File: config.mk
export PLATFORM = sky130hd
export DESIGN_NAME = coolgirl_config_ctrl
export DESIGN_NICKNAME = d
export VERILOG_FILES = /design/src/rtl/coolgirl_cfg_pkg.sv /design/src/rtl/coolgirl_cfg_commit_timer.sv /design/src/rtl/coolgirl_config_ctrl.sv
export SDC_FILE = /design/constraint.sdc
export NUM_CORES = 1
export LEC_CHECK = 0
export CORE_UTILIZATION = 50
export DETAILED_ROUTE_END_ITERATION = 10
export HOLD_SLACK_MARGIN = 0.15
export PLACE_DENSITY = 0.76
export REMOVE_ABC_BUFFERS = 1
export SLEW_MARGIN = 20
export SYNTH_ARGS = -nofsm -noshare
export SYNTH_HDL_FRONTEND = slang
export SYNTH_HIERARCHICAL = 1
export SYNTH_SLANG_ARGS = --single-unit
File: constraint.sdc
create_clock -name i_m2 -period 4.4 [get_ports i_m2]
set_input_delay 0.66 -clock i_m2 [delete_from_list [all_inputs] [get_ports i_m2]]
set_output_delay 0.66 -clock i_m2 [all_outputs]
set_load 0.005 [all_outputs]
File: src/rtl/coolgirl_cfg_pkg.sv
// Shared types and constants for the multicart menu-configuration controller.
// The shadow and live register sets use the same packed layout.
package coolgirl_cfg_pkg;

  localparam logic [2:0] OFF_BASE_HI  = 3'd0;
  localparam logic [2:0] OFF_BASE_LO  = 3'd1;
  localparam logic [2:0] OFF_PRG_MASK = 3'd2;
  localparam logic [2:0] OFF_CHR_MASK = 3'd3;
  localparam logic [2:0] OFF_MAPPER   = 3'd4;
  localparam logic [2:0] OFF_FLAGS    = 3'd5;
  localparam logic [2:0] OFF_RESERVED = 3'd6;
  localparam logic [2:0] OFF_CONTROL  = 3'd7;

  localparam logic [7:0] DEFAULT_COMMIT_KEY  = 8'hA5;
  localparam logic [7:0] DEFAULT_DISCARD_KEY = 8'h00;

  typedef enum logic [1:0] {
    ST_OPEN    = 2'd0,
    ST_PENDING = 2'd1,
    ST_LOCKED  = 2'd2
  } cfg_state_e;

  typedef struct packed {
    logic [12:0] cpuBase;
    logic [6:0]  prgMask;
    logic [4:0]  chrMask;
    logic [4:0]  mapper;
    logic        fourScreen;
    logic [1:0]  sramPage;
    logic        sramEnabled;
    logic        mapRomOn6000;
    logic        chrWriteEnabled;
    logic        prgWriteEnabled;
    logic        lockout;
  } cfg_t;

  // Merge one $500x data byte into a register set; bits a field does not use are dropped.
  function automatic cfg_t apply_write(input cfg_t cur, input logic [2:0] off, input logic [7:0] d);
    cfg_t n;
    n = cur;
    case (off)
      OFF_BASE_HI:  n.cpuBase[12:8] = d[4:0];
      OFF_BASE_LO:  n.cpuBase[7:0]  = d;
      OFF_PRG_MASK: n.prgMask       = d[6:0];
      OFF_CHR_MASK: n.chrMask       = d[4:0];
      OFF_MAPPER: begin
        n.mapper     = d[4:0];
        n.fourScreen = d[5];
      end
      OFF_FLAGS: begin
        n.sramPage        = d[1:0];
        n.sramEnabled     = d[2];
        n.mapRomOn6000    = d[3];
        n.chrWriteEnabled = d[4];
        n.prgWriteEnabled = d[5];
        n.lockout         = d[7];
      end
      default: ;
    endcase
    return n;
  endfunction

endpackage

File: src/rtl/coolgirl_cfg_commit_timer.sv
// Guard-delay down-counter for pending commits; expires on the cycle it would step 1 -> 0.
module coolgirl_cfg_commit_timer (
  input  logic       i_clk,
  input  logic       i_reset,
  input  logic       i_load,
  input  logic [3:0] i_load_value,
  input  logic       i_enable,
  output logic       o_expire
);

  logic [3:0] r_count;

  always_ff @(posedge i_clk) begin
    if (i_reset)
      r_count <= 4'd0;
    else if (i_load)
      r_count <= i_load_value;
    else if (i_enable && (r_count != 4'd0))
      r_count <= r_count - 4'd1;
  end

  // A load on the final cycle wins, so a re-key suppresses that cycle's expiry.
  assign o_expire = i_enable && !i_load && (r_count == 4'd1);

endmodule

File: src/rtl/coolgirl_config_ctrl.sv
// Decodes $5000-$5007 writes into a shadow set and applies it atomically to the
// live mapping outputs after a keyed commit and guard delay; supports one-way lockout.
module coolgirl_config_ctrl
  import coolgirl_cfg_pkg::*;
#(
  parameter logic [3:0] COMMIT_DELAY = 4'd4,
  parameter logic [7:0] COMMIT_KEY   = DEFAULT_COMMIT_KEY,
  parameter logic [7:0] DISCARD_KEY  = DEFAULT_DISCARD_KEY
) (
  input  logic        i_m2,
  input  logic        i_reset,
  input  logic [14:0] i_cpu_addr_in,
  input  logic [7:0]  i_cpu_data_in,
  input  logic        i_cpu_rw_in,
  input  logic        i_romsel,
  output logic [12:0] o_cpu_base,
  output logic [6:0]  o_prg_mask,
  output logic [4:0]  o_chr_mask,
  output logic [4:0]  o_mapper,
  output logic        o_four_screen,
  output logic [1:0]  o_sram_page,
  output logic        o_sram_enabled,
  output logic        o_map_rom_on_6000,
  output logic        o_chr_write_enabled,
  output logic        o_prg_write_enabled,
  output logic        o_lockout,
  output logic        o_commit_busy,
  output logic        o_commit_done
);

  cfg_state_e r_state, w_stateNext;
  cfg_t       r_shadow, w_shadowNext;
  cfg_t       r_live, w_liveNext;
  logic       r_commitDone, w_doneNext;
  logic       w_timerLoad, w_timerEnable, w_expire;
  logic [3:0] w_loadValue;
  logic       w_hit, w_commitKey, w_discardKey;
  logic [2:0] w_off;

  assign w_hit = !i_cpu_rw_in && i_romsel && (i_cpu_addr_in[14:12] == 3'b101) &&
                 (i_cpu_addr_in[11:3] == 9'd0);
  assign w_off        = i_cpu_addr_in[2:0];
  assign w_commitKey  = w_hit && (w_off == OFF_CONTROL) && (i_cpu_data_in == COMMIT_KEY);
  assign w_discardKey = w_hit && (w_off == OFF_CONTROL) && (i_cpu_data_in == DISCARD_KEY);

  coolgirl_cfg_commit_timer u_timer (
    .i_clk        (i_m2),
    .i_reset      (i_reset),
    .i_load       (w_timerLoad),
    .i_load_value (w_loadValue),
    .i_enable     (w_timerEnable),
    .o_expire     (w_expire)
  );

  always_comb begin
    w_stateNext   = r_state;
    w_shadowNext  = r_shadow;
    w_liveNext    = r_live;
    w_doneNext    = 1'b0;
    w_timerLoad   = 1'b0;
    w_timerEnable = 1'b0;
    w_loadValue   = COMMIT_DELAY;
    case (r_state)
      ST_OPEN: begin
        if (w_hit && (w_off != OFF_CONTROL))
          w_shadowNext = apply_write(r_shadow, w_off, i_cpu_data_in);
        if (w_commitKey) begin
          w_stateNext = ST_PENDING;
          w_timerLoad = 1'b1;
        end else if (w_discardKey) begin
          w_shadowNext = r_live;
        end
      end
      ST_PENDING: begin
        w_timerEnable = 1'b1;
        if (w_commitKey) begin
          w_timerLoad = 1'b1;
        end else if (w_discardKey) begin
          w_shadowNext = r_live;
          w_stateNext  = ST_OPEN;
          w_timerLoad  = 1'b1;
          w_loadValue  = 4'd0;
        end else if (w_expire) begin
          w_liveNext  = r_shadow;
          w_doneNext  = 1'b1;
          w_stateNext = r_shadow.lockout ? ST_LOCKED : ST_OPEN;
        end
      end
      ST_LOCKED: ;
      default: w_stateNext = ST_OPEN;
    endcase
  end

  always_ff @(posedge i_m2) begin
    if (i_reset) begin
      r_state      <= ST_OPEN;
      r_shadow     <= '0;
      r_live       <= '0;
      r_commitDone <= 1'b0;
    end else begin
      r_state      <= w_stateNext;
      r_shadow     <= w_shadowNext;
      r_live       <= w_liveNext;
      r_commitDone <= w_doneNext;
    end
  end

  assign o_cpu_base          = r_live.cpuBase;
  assign o_prg_mask          = r_live.prgMask;
  assign o_chr_mask          = r_live.chrMask;
  assign o_mapper            = r_live.mapper;
  assign o_four_screen       = r_live.fourScreen;
  assign o_sram_page         = r_live.sramPage;
  assign o_sram_enabled      = r_live.sramEnabled;
  assign o_map_rom_on_6000   = r_live.mapRomOn6000;
  assign o_chr_write_enabled = r_live.chrWriteEnabled;
  assign o_prg_write_enabled = r_live.prgWriteEnabled;
  assign o_lockout           = r_live.lockout;
  assign o_commit_busy       = (r_state == ST_PENDING);
  assign o_commit_done       = r_commitDone;

endmodule
==> impl_metrics.tcl <==
set metrics [dict create \
    run_status "finished, final reports clean" \
    tightest_slew_ps 1060 \
    drt_iter0_drc 269 \
    r2r_start "r_state[1]$_SDFFE_PP0P_" \
    antenna_found_initial 0 \
    slew_violations 0 \
    synth_seq_area_share_pct 46.2 \
    clkLatencyLatePin_ps 360 \
    max_stage_delay_ps 900 \
    die_area_sq_um 7540 \
    fmax_mhz 274 \
    critPathRequiredTime_ps 4690 \
    rr_worst_depth 10 \
    die_h_um 86.9 \
    clock_skew_ps 7.78 \
    hold_slack_ps 455 \
    diodes 0 \
    fp.dieW_um 86.9 \
    synth_area_leader_cell "dfxtp_1" \
    seq_area_sq_um 1660 \
    grt_use_total_pct 27.0 \
    clkTransAtPathRegs_ps 80 \
    grt_setup_unrepaired "no" \
    avgViaCountPerCell 5.79 \
    hold_depth 2 \
    post_cts_resized 0 \
    synthTopCellsByArea "dfxtp_1, nand2_1, o2bb2ai_1" \
    worstReg2RegEnd "o_sram_enabled$_SDFFE_PP0P_" \
    crit_type "primary input to register" \
    async_flop_share_pct 0 \
    setup_viol_count_final 0 \
    cts_tree "yes" \
    num-fill-cells 581 \
    ys_seq_elements 83 \
    cts_buffer_depth 2 \
    power_density_nw_per_um2 317 \
    post_cts_buffers 0 \
    cp_cell_sequence "clkdlybuf4s50_1 > and3_1 > nand3_2 > nor2_4 > nand2_1 > nand2_1 > nor2_1 > and4b_1 > o311a_1 > buf_4 > nand2_1 > a21oi_1" \
    grt_pass1_vias 3086 \
    vdd_drop_max_mv 0.194 \
    routedWlPerCell_um 16.8 \
    worstPathArrival_ps 3940 \
    relSlewSlack_pct 29.1 \
    layout_commonest_cell "nand2_1" \
    crit_top_cell "nand2_1" \
    drc 0 \
    cp_slowest_cell "o311a_1" \
    cp-end-kind "register" \
    synth_edf_count 0 \
    drtAntennaViolNets 0 \
    min_period_over_period_pct 82.9 \
    drt-pass1-iter-count 5 \
    fin_nets 495 \
    multi_input_area_sq_um 1800 \
    rows 30 \
    rrSetupSlack_ps 1060 \
    finalHoldViolations 0 \
    gp_congestion 0.885 \
    crit_family "simple AND/OR/NAND/NOR gates" \
    crit_fanout 27 \
    syn_inst 407 \
    final.setup.tns_ps 0 \
    maxCapViolations 0 \
    yosys_warnings 6 \
    clock-root-buffer "clkbuf_8" \
    ios 67 \
    dpl.hpwl_mm 6.44 \
    final_core_util_pct 65.9 \
    min_from "r_shadow[8]$_SDFFE_PP0P_" \
    syn_area_sq_um 3600 \
    grt.overflow.total 0 \
    syn_avg_cell_area_sq_um 8.84 \
    cts_made_buffers 9 \
    crit_buf_inv 2 \
    area_growth_pct 25.8 \
    holdBufCountCts 0 \
    min_to "o_mapper[0]$_SDFFE_PP0P_" \
    mostFrequentLayoutCells "nand2_1, dfxtp_1, clkdlybuf4s50_1, a21oi_1" \
    hold_class "register to register" \
    synth_ff_type "dfxtp_1" \
    htree_levels 3 \
    core-area_sq_um 6870 \
    cp-startpoint "i_cpu_addr_in[1]" \
    drive_gt1_share_pct 8.94 \
    vias 3279 \
    initial_core_util_pct 52.4 \
    startpoint_type "primary input" \
    cts.sinks 83 \
    yosysTopAreaCellShare_pct 46.2 \
    min_period_ps 3650 \
    routed_wl_mm 9.50 \
    grt_max_degree 39 \
    yosysUniqueCellTypes 50 \
    grt_first_pass_wirelength_mm 15.5 \
    placedInstanceArea_sq_um 4310 \
    io_buffers 66 \
    stdcell_area_sq_um 4530 \
    p_leak_nw 1.41 \
]
-- cells in the mapped netlist (2+ instances only) --
master,instances
nand2_1,90
nor3b_1,2
o22ai_1,2
nor4_2,3
dfxtp_1,83
a31oi_1,5
o21bai_1,3
nor2_1,27
inv_1,5
a21oi_1,42
nor4_4,3
nand4_1,2
a211oi_1,5
o211ai_1,3
a22oi_1,30
or2_2,2
ha_1,2
nor3_1,8
clkbuf_1,12
a311oi_1,3
nor4b_1,2
o2bb2ai_1,30
buf_2,11
buf_4,3
nand2b_1,3
nand3_1,2
-- tightest hold or removal path, delay by kind of cell, from the launching register on --
family,cells,cell delay [ps]
AOI/OAI and AO/OA,1,50
DFF,1,310
and+or+nand+nor,1,50
-- worst max-delay path by stage --
stage,to,slack [ps],depth (start not counted)
floorplan,o_lockout$_SDFFE_PP0P_,1330,10
global route,o_sram_page[0]$_SDFFE_PP0P_,500,12
CTS,o_sram_enabled$_SDFFE_PP0P_,770,12
detailed placement,o_chr_mask[0]$_SDFFE_PP0P_,400,12
finish,o_sram_enabled$_SDFFE_PP0P_,750,12
global placement,o_four_screen$_SDFFE_PP0P_,520,12
-- metal layers --
layer | routed length (um) | vias to the layer above | share of wire (%) | global-route usage [%]
li1 | - | 1597 | - | -
met5 | 0 | - | 0 | 0
met3 | 683 | 14 | 7.2 | 6.35
met4 | 167 | 0 | 1.8 | 10.2
met1 | 4150 | 1558 | 44 | 35.9
met2 | 4500 | 110 | 47 | 42.8
-- through the flow --
stage	setup slack [ps]	instances	power, W
global route	502	566	0.00148
global placement	523	551	0.000846
floorplan	1330	382	0.000790
finish	751	566	0.00143
CTS	769	566	0.00144
detailed placement	397	551	0.000846
-- where the power goes --
group | leakage, nW | switching (W) | total (W) | internal [W]
clock | 0.108 | 0.000274 | 0.000604 | 0.000330
combinational | 0.633 | 0.0000472 | 0.0000785 | 0.0000312
sequential | 0.668 | 0.00000000165 | 0.000750 | 0.000750
total | 1.41 | 0.000321 | 0.00143 | 0.00111
-- registers in the layout, summed over array words and instances (netlist names) --
name and cells:
o_map_rom_on_6000 1, o_cpu_base 13, o_chr_mask 5, o_commit_done 1
o_lockout 1, r_state 2, o_prg_write_enabled 1, o_four_screen 1
o_prg_mask 7, o_chr_write_enabled 1, o_sram_enabled 1, u_timer/r_count 4
o_sram_page 2, r_shadow 38, o_mapper 5
-- logic make-up after synthesis --
kind of cell    synth area share, %
compound gates                 25.9
fa+ha+maj                     0.695
buf+inv                        4.24
flops                          46.2
mux                           0.278
other cells                   0.104
simple gates                   22.6
-- layout make-up --
type / count / area share (%)
Clock buffer: 10 / 3.04
Clock inverter: 5 / 1.71
Inverter: 5 / 0.415
Multi-Input combinational cell: 294 / 39.8
Sequential cell: 83 / 36.7
Tap cell: 96 / 2.65
Timing Repair Buffer: 73 / 15.6
Note: power is estimated with default switching activity, not from simulation.
